===== src/rtl/ped_crossing_ctrl.sv =====
// Demand-driven pedestrian crossing controller: minimum-green traffic phase, walk/flash
// pedestrian phases, request-pending lamp and flashing-amber night mode.
module ped_crossing_ctrl #(
    parameter int unsigned TIMER_SCALE = 16000000,
    parameter int unsigned GREEN_MIN_S = 10,
    parameter int unsigned YELLOW_S    = 3,
    parameter int unsigned ALL_RED_S   = 2,
    parameter int unsigned WALK_S      = 8,
    parameter int unsigned FLASH_S     = 4,
    parameter int unsigned CLEAR_S     = 2
) (
    input  logic pin3_clk_16mhz,
    input  logic pin2_reset,
    input  logic pin1_ped_button,
    input  logic pin10_night,
    output logic pin4_green,
    output logic pin5_yellow,
    output logic pin6_red,
    output logic pin7_ped_green,
    output logic pin8_ped_red,
    output logic pin9_wait
);

    localparam int unsigned PW = (TIMER_SCALE > 2) ? $clog2(TIMER_SCALE) : 1;
    localparam logic [PW-1:0] PresLast = PW'(TIMER_SCALE - 1);
    localparam logic [PW-1:0] PresHalf = PW'(TIMER_SCALE / 2 - 1);

    localparam logic [7:0] GreenMin   = 8'(GREEN_MIN_S);
    localparam logic [7:0] GreenLast  = 8'(GREEN_MIN_S - 1);
    localparam logic [7:0] YellowLast = 8'(YELLOW_S - 1);
    localparam logic [7:0] AllRedLast = 8'(ALL_RED_S - 1);
    localparam logic [7:0] WalkLast   = 8'(WALK_S - 1);
    localparam logic [7:0] FlashLast  = 8'(FLASH_S - 1);
    localparam logic [7:0] ClearLast  = 8'(CLEAR_S - 1);

    typedef enum logic [2:0] {
        StInit, StGreen, StYellow, StAllRed, StWalk, StFlash, StClear, StNight
    } state_e;

    state_e        state_q, state_d;
    logic [PW-1:0] presc_q, presc_d;
    logic [7:0]    sec_q, sec_d;
    logic          blink_q, blink_d;
    logic          req_q, req_d;
    logic          btn_s1_q, btn_s2_q, btn_prev_q;
    logic          night_s1_q, night_s2_q;

    logic tick;
    logic min_done;
    logic btn_edge;
    logic entering;
    logic req_window;
    logic lamp_on;

    assign tick     = (presc_q == PresLast);
    assign btn_edge = btn_s2_q & ~btn_prev_q;
    // Minimum green counts the tick that completes the last second, matching timed phases.
    assign min_done = (sec_q >= GreenMin) || (tick && (sec_q == GreenLast));
    assign lamp_on  = ~blink_q;

    always_ff @(posedge pin3_clk_16mhz) begin
        if (pin2_reset) begin
            state_q    <= StInit;
            presc_q    <= '0;
            sec_q      <= '0;
            blink_q    <= 1'b0;
            req_q      <= 1'b0;
            btn_s1_q   <= 1'b0;
            btn_s2_q   <= 1'b0;
            btn_prev_q <= 1'b0;
            night_s1_q <= 1'b0;
            night_s2_q <= 1'b0;
        end else begin
            state_q    <= state_d;
            presc_q    <= presc_d;
            sec_q      <= sec_d;
            blink_q    <= blink_d;
            req_q      <= req_d;
            btn_s1_q   <= pin1_ped_button;
            btn_s2_q   <= btn_s1_q;
            btn_prev_q <= btn_s2_q;
            night_s1_q <= pin10_night;
            night_s2_q <= night_s1_q;
        end
    end

    always_comb begin
        state_d = state_q;
        case (state_q)
            StInit:   if (tick && (sec_q == AllRedLast)) state_d = StGreen;
            StGreen: begin
                if (min_done) begin
                    if (req_q) begin
                        state_d = StYellow;
                    end else if (night_s2_q) begin
                        state_d = StNight;
                    end
                end
            end
            StYellow: if (tick && (sec_q == YellowLast)) state_d = StAllRed;
            StAllRed: if (tick && (sec_q == AllRedLast)) state_d = StWalk;
            StWalk:   if (tick && (sec_q == WalkLast)) state_d = StFlash;
            StFlash:  if (tick && (sec_q == FlashLast)) state_d = StClear;
            StClear:  if (tick && (sec_q == ClearLast)) state_d = StGreen;
            StNight:  if (!night_s2_q) state_d = StInit;
            default:  state_d = StInit;
        endcase
    end

    always_comb begin
        entering = (state_d != state_q);
        presc_d  = presc_q + PW'(1);
        sec_d    = sec_q;
        blink_d  = blink_q;
        if (tick) begin
            presc_d = '0;
            if (sec_q != 8'hFF) sec_d = sec_q + 8'd1;
        end
        if (tick || (presc_q == PresHalf)) blink_d = ~blink_q;
        if (entering) begin
            presc_d = '0;
            sec_d   = '0;
            blink_d = 1'b0;
        end
    end

    always_comb begin
        req_window = state_q inside {StGreen, StYellow, StAllRed, StFlash, StClear};
        req_d      = req_q;
        if ((state_q == StNight) || ((state_d == StWalk) && (state_q != StWalk))) begin
            req_d = 1'b0;
        end else if (btn_edge && req_window) begin
            req_d = 1'b1;
        end
    end

    always_comb begin
        pin4_green     = 1'b0;
        pin5_yellow    = 1'b0;
        pin6_red       = 1'b0;
        pin7_ped_green = 1'b0;
        pin8_ped_red   = 1'b0;
        pin9_wait      = req_q;
        case (state_q)
            StGreen: begin
                pin4_green   = 1'b1;
                pin8_ped_red = 1'b1;
            end
            StYellow: begin
                pin5_yellow  = 1'b1;
                pin8_ped_red = 1'b1;
            end
            StWalk: begin
                pin6_red       = 1'b1;
                pin7_ped_green = 1'b1;
            end
            StFlash: begin
                pin6_red       = 1'b1;
                pin7_ped_green = lamp_on;
            end
            StNight: begin
                pin5_yellow = lamp_on;
            end
            default: begin
                pin6_red     = 1'b1;
                pin8_ped_red = 1'b1;
            end
        endcase
    end

endmodule


===== config.mk =====
export PLATFORM = sky130hd
export DESIGN_NAME = ped_crossing_ctrl
export DESIGN_NICKNAME = d
export VERILOG_FILES = /design/src/rtl/ped_crossing_ctrl.sv
export SDC_FILE = /design/constraint.sdc
export NUM_CORES = 1
export LEC_CHECK = 0
export ABC_AREA = 1
export CORE_MARGIN = 2
export CORE_UTILIZATION = 39
export DETAILED_ROUTE_END_ITERATION = 8
export SLEW_MARGIN = 20
export SYNTH_ARGS = -nofsm -noshare
export SYNTH_HDL_FRONTEND = slang
export SYNTH_SLANG_ARGS = --single-unit

===== constraint.sdc =====
create_clock -name pin3_clk_16mhz -period 5.62 [get_ports pin3_clk_16mhz]
set_input_delay 0.843 -clock pin3_clk_16mhz [delete_from_list [all_inputs] [get_ports pin3_clk_16mhz]]
set_output_delay 0.843 -clock pin3_clk_16mhz [all_outputs]
set_load 0.02 [all_outputs]

### Yosys cells after proc, flatten, opt, wreduce, memory -nomap -nowiden

Index checks and enable logic that the tools add are counted.

* bits in registers: 42
* bits of input ports: 4
* output and inout port bits: 6
* logic and storage cells: 68

* $add $sub $neg: 2
* $lt $le $gt $ge: 1
* eq/ne operators: 18
* multiplexer cells: 15
* bitwise logic cells: 3
* reductions and logical operators: 19

Operators with widths (count)
* two-way mux 3 bit: 9
* adder 24 x 1 -> 24 bit, second input constant: 1
* equality test 24 x 23 -> 1 bit, second input constant: 1
* equality test 24 bit, second input constant: 1
* one-hot mux 3 bit (7 select lines): 1
* equality test 8 x 2 -> 1 bit, second input constant: 2
* equality test 3 bit, second input constant: 5
* OR reduction 3 bit: 3
* adder 8 x 1 -> 8 bit, second input constant: 1
* equality test 8 x 1 -> 1 bit, second input constant: 1
* equality test 8 x 3 -> 1 bit, second input constant: 1
* equality test 8 x 4 -> 1 bit, second input constant: 1
* >= comparator 8 x 4 -> 1 bit, second input constant: 1
* != test 8 bit, second input constant: 1
* logical AND 1 bit: 7
* equality test 3 x 2 -> 1 bit, second input constant: 2
* OR reduction 2 bit: 3
* nonzero test 5 bit: 1
* one-hot mux 1 bit (2 select lines): 2
* equality test 3 x 1 -> 1 bit, second input constant: 1
* logical NOT 3 bit: 1
* logical OR 1 bit: 3
* two-way mux 1 bit: 3
* != test 3 bit: 1
* 4 further kinds: 5

### Longest topological paths before layout

* word-level depth: 9
* mapped depth: 16
* depth with buffers taken out: 15

### Worst setup path before layout

Ideal clock, no wire load.

* path kind: flip-flop to output port
* start point: register state_q[2]
* end point: output port pin5_yellow
* data arrival time: 1.273 ns
* data required time: 4.777 ns
* slack: 3.504 ns
* stages on the path, launching flop included: 5
* path buffers: 0
* path through: dfxtp_1 inv_2 nor3_2 inv_2 o21ai_0

* word-level cells in the longest chain between the ends: 2
* elaborated cells on any way between the ends: 3
* classes of those cells: eq/ne (2); mux (1)

Ends and longest elaborated chain
* from (decl): RTL line 40 `state_e state_q, state_d;`
* from (signal assigned): RTL line 63 `state_q <= StInit;`
* from (signal assigned): RTL line 74 `state_q <= state_d;`
* equality test 3 bit / equality test 3 x 2 -> 1 bit (equally long branches): RTL line 144 `case (state_q)`
* one-hot mux 1 bit (2 select lines) (*): RTL line 144
* to (decl): RTL line 17 `output logic pin5_yellow,`

Mark *: on every way between the ends. The rest lies on a longest branch, timed or not.

### Final worst setup path

Same ends and word-level chain as after synthesis.

==> flow_results.org <==
** STA
- Final clock skew :: 0.00668 ns
- Maximum frequency from static timing analysis :: 349 MHz
- Final period utilization :: 0.509
- Worst-margin pin slew :: 0.683 ns
- The hold violation count in the final report came to 0.
- Setup tns final :: 0 ns
- Minimum clock period :: 2.86 ns
- Final count of negative-setup-slack endpoints :: 0
- The number of pins exceeding their max-slew limit in the final report was 0.
- After layout, the worst setup slack is 2.76 ns.
- Slew HR :: 0.544
- Hold WS :: 0.408 ns
- Setup repair after global routing missed its margin :: no

** Clock tree
- In this run the deepest clock path goes through 2 buffers.
- TritonCTS clock tree :: done
- The number of setup buffers added after CTS is 0.
- Clock-pin slew of the registers on the worst-case setup and hold paths :: 0.08 ns
- Post-CTS sizing :: 0
- Clock tree root buffer cell :: clkbuf_8
- Hold repair after CTS inserted 0 buffers.
- In this run the number of H-tree levels came out at 2.
- Counting the buffers created by CTS gives 5.
- Latest clock arrival within the worst-skew pair :: 0.29 ns
- TritonCTS Sinks :: 42

** Critical path
- STA puts the critical path data required time at 4.78 ns.
- Along the worst path, the maximum fanout reaches 7.
- Category of the most critical setup path :: register to primary output
- CP startpoint kind :: register
- Worst r2r path cells :: 13
- STA classifies the critical path endpoint as a primary output.
- At the worst endpoint, the arrival time is 2.02 ns.

** Place
- Before CTS, the worst setup slack after placement is 2.90 ns.
- Input and output buffers added on the ports amount to 9.
- The congestion estimate from routability-driven global placement came to 0.825.
- HPWL after detailed placement :: 3570 microns

** Floorplanning
- Row Count :: 29
- Vertical extent of the die :: 86.1 microns
- Total die area :: 7410 sq um
- Io pins :: 10
- The core region is 6420 sq um.
- The initial utilization of the core area, before any placement, comes to 0.409.
- The die is 86.1 microns wide.

** Worst hold path
- Along the worst hold path, the cell count comes to 2.
- The tightest min-delay check is of the register to register type.

** Yosys
- Cell accounting for the most synthesized area :: dfxtp_1
- Synth area leaders :: dfxtp_1 32%, nor2_4 10%, inv_1 7.6%
- Sequential-to-total area share from yosys stat :: 0.320
- The cell area that synthesis handed to floorplanning was 2630 sq um.
- Avg Synthesized Cell Area :: 7.44 sq um
- Counting instances in the post-synthesis netlist gives the leading cell types as 53 x inv_1, 53 x nand2_1, 50 x nor2_1.
- EDFF count, synth :: 0
- The share of synthesized area in the top cell type comes to 0.320.
- Gate Count Post-Synth :: 353
- The netlist uses 33 different library cells.
- Warnings, synthesis :: 0
- Total nets after synthesis :: 361
- Of all flip-flops after synthesis, the portion carrying an async set or reset was 0.
- For this run, the leading register cell type out of synthesis is dfxtp_1.
- After synthesis the netlist holds a flip-flop and latch count of 42.

** Global routing
- The first global-routing pass estimated 8380 microns of wire.
- The via count of the first global-routing pass was 1928.
- In the global route stage, overall resource usage came out at 0.141.
- Overflow left after global routing :: 0
- Entering global routing, the biggest net connects 25 pins.
- Initial antenna violation count :: 0

** Route
- In this run, the number of DRC markers left after iteration 0 of detailed routing was 42.
- After detailed routing, the average wire length per cell comes to 10.5 microns.
- Detailed Routing Iterations Pass 1 :: 4
- The routed layout has 2067 vias.
- Number of remaining DRC errors :: 0
- Remaining antenna violation count :: 0
- DR vias/cell :: 4.69
- After detailed routing, the total wire length is 4620 microns.

** Finish
- Filler cell count in the final layout :: 664
- After the last flow step, the layout net total stands at 371.
- Area added between synthesis and finish :: 8.91%
- Share of cells above drive strength 1 :: 0.176
- Antenna fix cells :: 0

** Status
- Status :: completed

** Power
- Cell Pwr Density :: 195 nW/um^2
- Reported leakage power :: 0.00106 uW
- Across the VDD grid, the largest voltage drop is 0.0906 mV.

** Flow run
- The tool flagged a number of max-cap violations equal to 0.
==> through the flow <==
step	util	cell area (sq um)	cells	total power, uW
2_1_floorplan	-	2630	353	327
3_3_place_gp	0.428	2750	433	328
3_5_place_dp	0.428	2750	433	328
4_1_cts	0.445	2860	441	568
5_1_grt	0.445	2860	441	583
6_report	0.445	2860	441	557
==> layout by cell type, fill, tap and decap left out, drive strengths merged <==
cell type	n
nor3	13
o21bai	1
and3	1
clkinv	2
a21oi	3
nor2	81
ha	4
a21boi	1
or2	2
inv	63
xnor2	9
a31oi	2
xor2	20
clkbuf	5
dfxtp	42
o21ai	3
nand2	58
clkdlybuf4s50	9
bufinv	1
nand4	12
nor4	3
nand3	29
==> layer usage <==
layer / track usage / up-vias / routed length, microns
met1: 0.177 / 919 / 2340
met2: 0.228 / 34 / 2060
li1: - / 1108 / -
met4: 0.0548 / 0 / 79
met3: 0.0385 / 6 / 146
met5: 0 / - / 0
==> area by class of cell <==
class / count / area, sq um / share of cell area
clock buffer: 5 / 68.8 / 0.0241
inverter: 63 / 236 / 0.0827
sequential: 42 / 841 / 0.294
timing repair buffer: 9 / 90.1 / 0.0315
clock inverter: 3 / 40.0 / 0.0140
multi-input combinational: 242 / 1490 / 0.520
tap: 77 / 96.3 / 0.0337
==> registers in the layout, summed over array words and instances, names as in the netlist <==
register / count
blink_q: 1
btn_s1_q: 1
state_q: 3
sec_q: 8
night_s2_q: 1
night_s1_q: 1
btn_s2_q: 1
btn_prev_q: 1
presc_q: 24
pin9_wait: 1
==> cell families after synthesis <==
kind of cell | count (synthesis) | synth area share
xor+xnor | 29 | 0.0967
flops | 42 | 0.320
simple gates | 199 | 0.429
compound gates | 10 | 0.0219
fa+ha+maj | 4 | 0.0191
buf+inv | 69 | 0.113
==> report_power, final <==
part | switching, uW | internal [uW] | total [uW]
Combinational | 11.9 | 5.94 | 17.8
Clock | 105 | 131 | 236
Sequential | 2.25 | 301 | 303
==> final timing paths <==
check	startpoint	end	slack, ns
worst min register to register	night_s1_q	night_s2_q	0.41
worst max-delay path	state_q[2]	pin5_yellow	2.76
worst min-delay path	night_s1_q	night_s2_q	0.41
worst max register to register	presc_q[0]	presc_q[15]	3.11
==> critical path: stages (launching register included) <==
cell and delay (ns):
dfxtp_1 0.47, inv_2 0.12, nor3_2 0.29, inv_2 0.07
o21ai_0 0.15, clkdlybuf4s50_1 0.62
(Power assumes the default switching activity.)
